## src/rtl/fifo_drain_tx.sv

```systemverilog
// Pops bytes from the byte-wide synchronous FIFO and sends each one on a UART-style line.
// Frame format: 1 start bit, 8 data bits LSB-first, 1 stop bit. No parity.
module fifo_drain_tx #(
    parameter int CLKS_PER_BIT = 4,
    parameter int CNT_W        = 8
) (
    input  logic       clk,
    input  logic       rst,
    input  logic       en,
    input  logic       fifo_empty,
    input  logic [7:0] fifo_dout,
    output logic       fifo_rd,
    output logic       tx,
    output logic       busy,
    output logic [7:0] sent_cnt
);

    typedef enum logic [2:0] {IDLE, LOAD, START, DATA, STOP} state_t;

    localparam logic [CNT_W-1:0] CNT_LAST = CNT_W'(CLKS_PER_BIT - 1);

    state_t           state_q, state_d;
    logic [CNT_W-1:0] cnt_q, cnt_d;
    logic [2:0]       bit_q, bit_d;
    logic [7:0]       shreg_q, shreg_d;
    logic [7:0]       sent_q, sent_d;
    logic             tx_q, tx_d;
    logic             busy_q, busy_d;
    logic             pop;
    logic             bit_end;

    // Pop only from IDLE and never while reset is held, so a held reset cannot strand a byte.
    assign pop     = rst && (state_q == IDLE) && en && !fifo_empty;
    assign bit_end = (cnt_q == CNT_LAST);

    always_comb begin
        state_d = state_q;
        cnt_d   = cnt_q + CNT_W'(1);
        bit_d   = bit_q;
        shreg_d = shreg_q;
        sent_d  = sent_q;
        tx_d    = tx_q;
        busy_d  = busy_q;
        case (state_q)
            IDLE: begin
                tx_d  = 1'b1;
                cnt_d = '0;
                if (pop) begin
                    state_d = LOAD;
                    busy_d  = 1'b1;
                end
            end
            LOAD: begin
                // The FIFO presents read data one cycle after the pop strobe.
                shreg_d = fifo_dout;
                state_d = START;
                tx_d    = 1'b0;
                cnt_d   = '0;
            end
            START: begin
                if (bit_end) begin
                    state_d = DATA;
                    cnt_d   = '0;
                    bit_d   = 3'd0;
                    tx_d    = shreg_q[0];
                end
            end
            DATA: begin
                if (bit_end) begin
                    cnt_d = '0;
                    if (bit_q == 3'd7) begin
                        state_d = STOP;
                        tx_d    = 1'b1;
                    end else begin
                        shreg_d = shreg_q >> 1;
                        bit_d   = bit_q + 3'd1;
                        tx_d    = shreg_q[1];
                    end
                end
            end
            STOP: begin
                if (bit_end) begin
                    state_d = IDLE;
                    cnt_d   = '0;
                    sent_d  = sent_q + 8'd1;
                    busy_d  = 1'b0;
                end
            end
            default: begin
                state_d = IDLE;
                cnt_d   = '0;
                tx_d    = 1'b1;
                busy_d  = 1'b0;
            end
        endcase
    end

    always_ff @(posedge clk) begin
        if (!rst) begin
            state_q <= IDLE;
            cnt_q   <= '0;
            bit_q   <= 3'd0;
            shreg_q <= 8'd0;
            sent_q  <= 8'd0;
            tx_q    <= 1'b1;
            busy_q  <= 1'b0;
        end else begin
            state_q <= state_d;
            cnt_q   <= cnt_d;
            bit_q   <= bit_d;
            shreg_q <= shreg_d;
            sent_q  <= sent_d;
            tx_q    <= tx_d;
            busy_q  <= busy_d;
        end
    end

    assign fifo_rd  = pop;
    assign tx       = tx_q;
    // busy covers the pop cycle itself as well as the registered frame period.
    assign busy     = busy_q | pop;
    assign sent_cnt = sent_q;

endmodule

```

## config.mk

```make
export PLATFORM = sky130hd
export DESIGN_NAME = fifo_drain_tx
export DESIGN_NICKNAME = d
export VERILOG_FILES = /design/src/rtl/fifo_drain_tx.sv
export SDC_FILE = /design/constraint.sdc
export NUM_CORES = 1
export LEC_CHECK = 0
export BUFFER_PORTS_ARGS = -buffer_cell sky130_fd_sc_hd__buf_2
export CORE_ASPECT_RATIO = 0.6
export CORE_MARGIN = 8
export CORE_UTILIZATION = 46
export DETAILED_ROUTE_END_ITERATION = 10
export HOLD_SLACK_MARGIN = 0.1
export PLACE_DENSITY = 0.68
export SYNTH_ARGS = -nofsm -noshare
export SYNTH_HDL_FRONTEND = slang
export SYNTH_SLANG_ARGS = --single-unit
export TNS_END_PERCENT = 20
```

## constraint.sdc

```tcl
create_clock -name clk -period 2.8 [get_ports clk]
set_clock_uncertainty 0.2 [all_clocks]
set_input_delay 0.14 -clock clk [delete_from_list [all_inputs] [get_ports clk]]
set_output_delay 0.14 -clock clk [all_outputs]
set_load 0.05 [all_outputs]
```

==> results.yml <==
timing:
  rsz0062_at_grt: "no"
  hold_viol_final: 0
  min_period_ps: 2450
  tightest_slew_ps: 600
  fin_crit_sh: 0.875
  final-setup-viol-count: 0
  slew_headroom: 0.599
  fmaxAchievable_mhz: 408
  whs_ps: 99.2
  drv_slew: 0
  tns_ps: 0
drt:
  drc: 0
  firstDrtPassIters: 4
  top_layer: "met4"
  wirelength_um: 3560
  drtIter0Drc: 73
  postRouteAntennaNets: 0
  via_count: 1367
  drt-met1-wl_um: 1620
  vias_per_cell: 5.32
  wl_per_cell_um: 13.8
  wl_met3_um: 196
  dr_wl_met2_um: 1660
synthesis:
  seq_area_frac_synth: 0.403
  synth_nets: 194
  netlist-cell-type-count: 41
  synth_area_per_cell_um2: 8.93
  syn_inst: 178
  synth-seq-cells: 32
  async_flop_share: 0
  yosysWarnings: 0
  syn-cell-area_um2: 1590
  synth-edff-count: 0
  synth-main-ff-cell: "dfxtp_1"
floorplan:
  die_h_um: 61.5
  die_x_um: 91.9
  die-area_um2: 5650
  start_util: 0.484
  ios: 23
  fp-row-count: 16
  core_region_area_um2: 3280
worst_setup_path:
  cp_slowest_cell: "nor3b_2"
  rr_endpoint: "bit_q[2]"
  worst_setup_path_end_kind: "flip-flop"
  r2r_slack_ps: 350
  critPathKind: "reg2reg"
  crit_fanout: 9
  r2r_start: "cnt_q[0]"
  cp-start-kind: "flip-flop"
  path_cells: "ha_1 -> nor3b_2 -> nand4_1 -> or3_2 -> a21oi_1"
  ff2ff_path_depth: 5
  arrival_ps: 2460
  crit_path_max_incr_delay_ps: 520
  crit_required_ps: 2810
cts:
  cts_resized: 0
  cts_tree: "built"
  clock_sinks: 32
  clk_pin_slew_ps: 70
  clk_latency_ps: 280
  cts_buffers: 5
  ctsHtreeMaxLevel: 2
  root_buffer: "clkbuf_8"
  clockBufferDepth: 2
min_path:
  whs_path_depth: 5
  holdCritStartpoint: "fifo_empty"
  hp-class: "in2reg"
  min_to: "state_q[0]"
cells_and_area:
  drive_above_1_share: 0.217
  n_fill_cell: 313
  multi_input_area_um2: 872
  n_antenna_cell: 0
  seqCellArea_um2: 641
  syn_to_final_growth_pct: 20.3
  final_nets: 227
global_routing:
  grt_pass1_vias: 1284
  grt_pass1_wl_um: 5840
  antenna_found_initial: 0
  grt.total_usage: 0.132
  grt_max_degree: 19
  grt_overflow: 0
run_status:
  status: "complete, no violations"
power_and_ir_drop:
  seq_power_share: 0.507
  switching_power_w: 0.000245
  p_leak_nw: 0.821
  comb_power_share: 0.112
  pwr-share-clk: 0.381
  internal_power_w: 0.000716
  ir_drop_mv: 0.241
  power_density_nw_per_um2: 502
  swShare: 0.255
placement:
  portBuffers: 22
  hpwl_um: 2460
  place_congestion: 0.834
job:
  cap_violations: 0
## state kept, by name, summed over array words and instances, names as in the netlist
signal and count:
cnt_q 8, sent_cnt 8, shreg_q 8, bit_q 3, state_q 3, busy_q 1
tx 1
## layout by cell type (no fill, tap or decap), types with 2 or more instances in the layout
| cell type | n |
|---|---|
| buf_2 | 22 |
| clkinv_2 | 2 |
| nand4_1 | 6 |
| dfxtp_1 | 32 |
| dlygate4sd3_1 | 11 |
| mux2_2 | 7 |
| nor2_1 | 16 |
| or3_2 | 3 |
| nor3b_2 | 2 |
| and3_1 | 5 |
| inv_1 | 5 |
| nand3_1 | 7 |
| a21oi_1 | 10 |
| o21ai_0 | 5 |
| or3_1 | 3 |
| nand2_1 | 22 |
| nand2b_1 | 4 |
| mux2i_1 | 9 |
| clkbuf_8 | 6 |
| ha_1 | 4 |
| xor2_1 | 9 |
| nand3b_1 | 2 |
| nor3_1 | 2 |
## how the worst max path moves through the flow
stage                  start       end  slack (ps)
floorplan           cnt_q[0]  bit_q[0]         780
global placement    cnt_q[0]  bit_q[1]         610
detailed placement  cnt_q[0]  bit_q[2]         380
CTS                 cnt_q[0]  bit_q[2]         350
global route        cnt_q[0]  bit_q[2]         120
finish              cnt_q[0]  bit_q[2]         350
## power groups by stage
stage | registers [W] | logic, W | clock network (W)
2_1_floorplan | 0.000490 | 0.0000826 | 0
5_1_grt | 0.000488 | 0.000118 | 0.000394
3_5_place_dp | 0.000496 | 0.0000947 | 0
3_3_place_gp | 0.000495 | 0.0000918 | 0
6_report | 0.000487 | 0.000108 | 0.000366
4_1_cts | 0.000486 | 0.000107 | 0.000371
## final cells by class
cell class,count,share of cell area
Multi-Input combinational cell,132,0.456
Inverter,6,0.0118
Sequential cell,32,0.335
Tap cell,45,0.0295
Clock inverter,2,0.00524
Timing Repair Buffer,34,0.119
Clock buffer,6,0.0432
## metal layers
layer  up-vias  track usage
li1        690            -
met1       634        0.152
met2        35        0.218
met3         8       0.0414
met4         0       0.0795
met5         -            0
## per-stage QoR
stage                     cell area (um2)  setup slack, ps  utilization  total power [W]  std cells
after floorplan                      1590              777            -         0.000573        178
after global placement               1710              615        0.521         0.000587        238
after detailed placement             1710              383        0.521         0.000591        238
after CTS                            1910              349        0.582         0.000964        257
after global routing                 1910              120        0.582          0.00100        257
final                                1910              350        0.582         0.000960        257
## synth_stat cells, types with 3 or more instances
| master | instances | area [um2] |
|---|---|---|
| and3_1 | 5 | 31.3 |
| mux2_2 | 7 | 78.8 |
| dfxtp_1 | 32 | 641 |
| or3_2 | 3 | 22.5 |
| nand2b_1 | 4 | 25.0 |
| xor2_1 | 9 | 78.8 |
| nor2_1 | 16 | 60.1 |
| ha_1 | 4 | 50.1 |
| a21oi_1 | 10 | 50.1 |
| inv_1 | 5 | 18.8 |
| mux2i_1 | 9 | 90.1 |
| nand2_1 | 22 | 82.6 |
| nand3_1 | 7 | 35.0 |
| nand4_1 | 6 | 37.5 |
| o21ai_0 | 5 | 25.0 |
| or3_1 | 3 | 18.8 |
## critical path: cells and delay by family, from the launching register on
family / cells / cell delay, ps
fa+ha+maj: 1 / 250
compound gates: 1 / 180
flops: 1 / 390
simple gates: 3 / 1350
## timing repair
| item | CTS | global route |
|---|---|---|
| hold buffers | 11 | 0 |
| hold endpoints to repair | 9 | 0 |
| buffers inserted | 0 | 0 |
## logic make-up after synthesis
group | after synthesis | synth area share
AOI/OAI and AO/OA | 22 | 0.0843
buffers and inverters | 14 | 0.0480
and+or+nand+nor | 80 | 0.272
DFF | 32 | 0.403
muxes | 16 | 0.106
xor gates and xnor gates | 10 | 0.0551
adders and majority gates | 4 | 0.0315
Power figures use the tool's default switching activity.
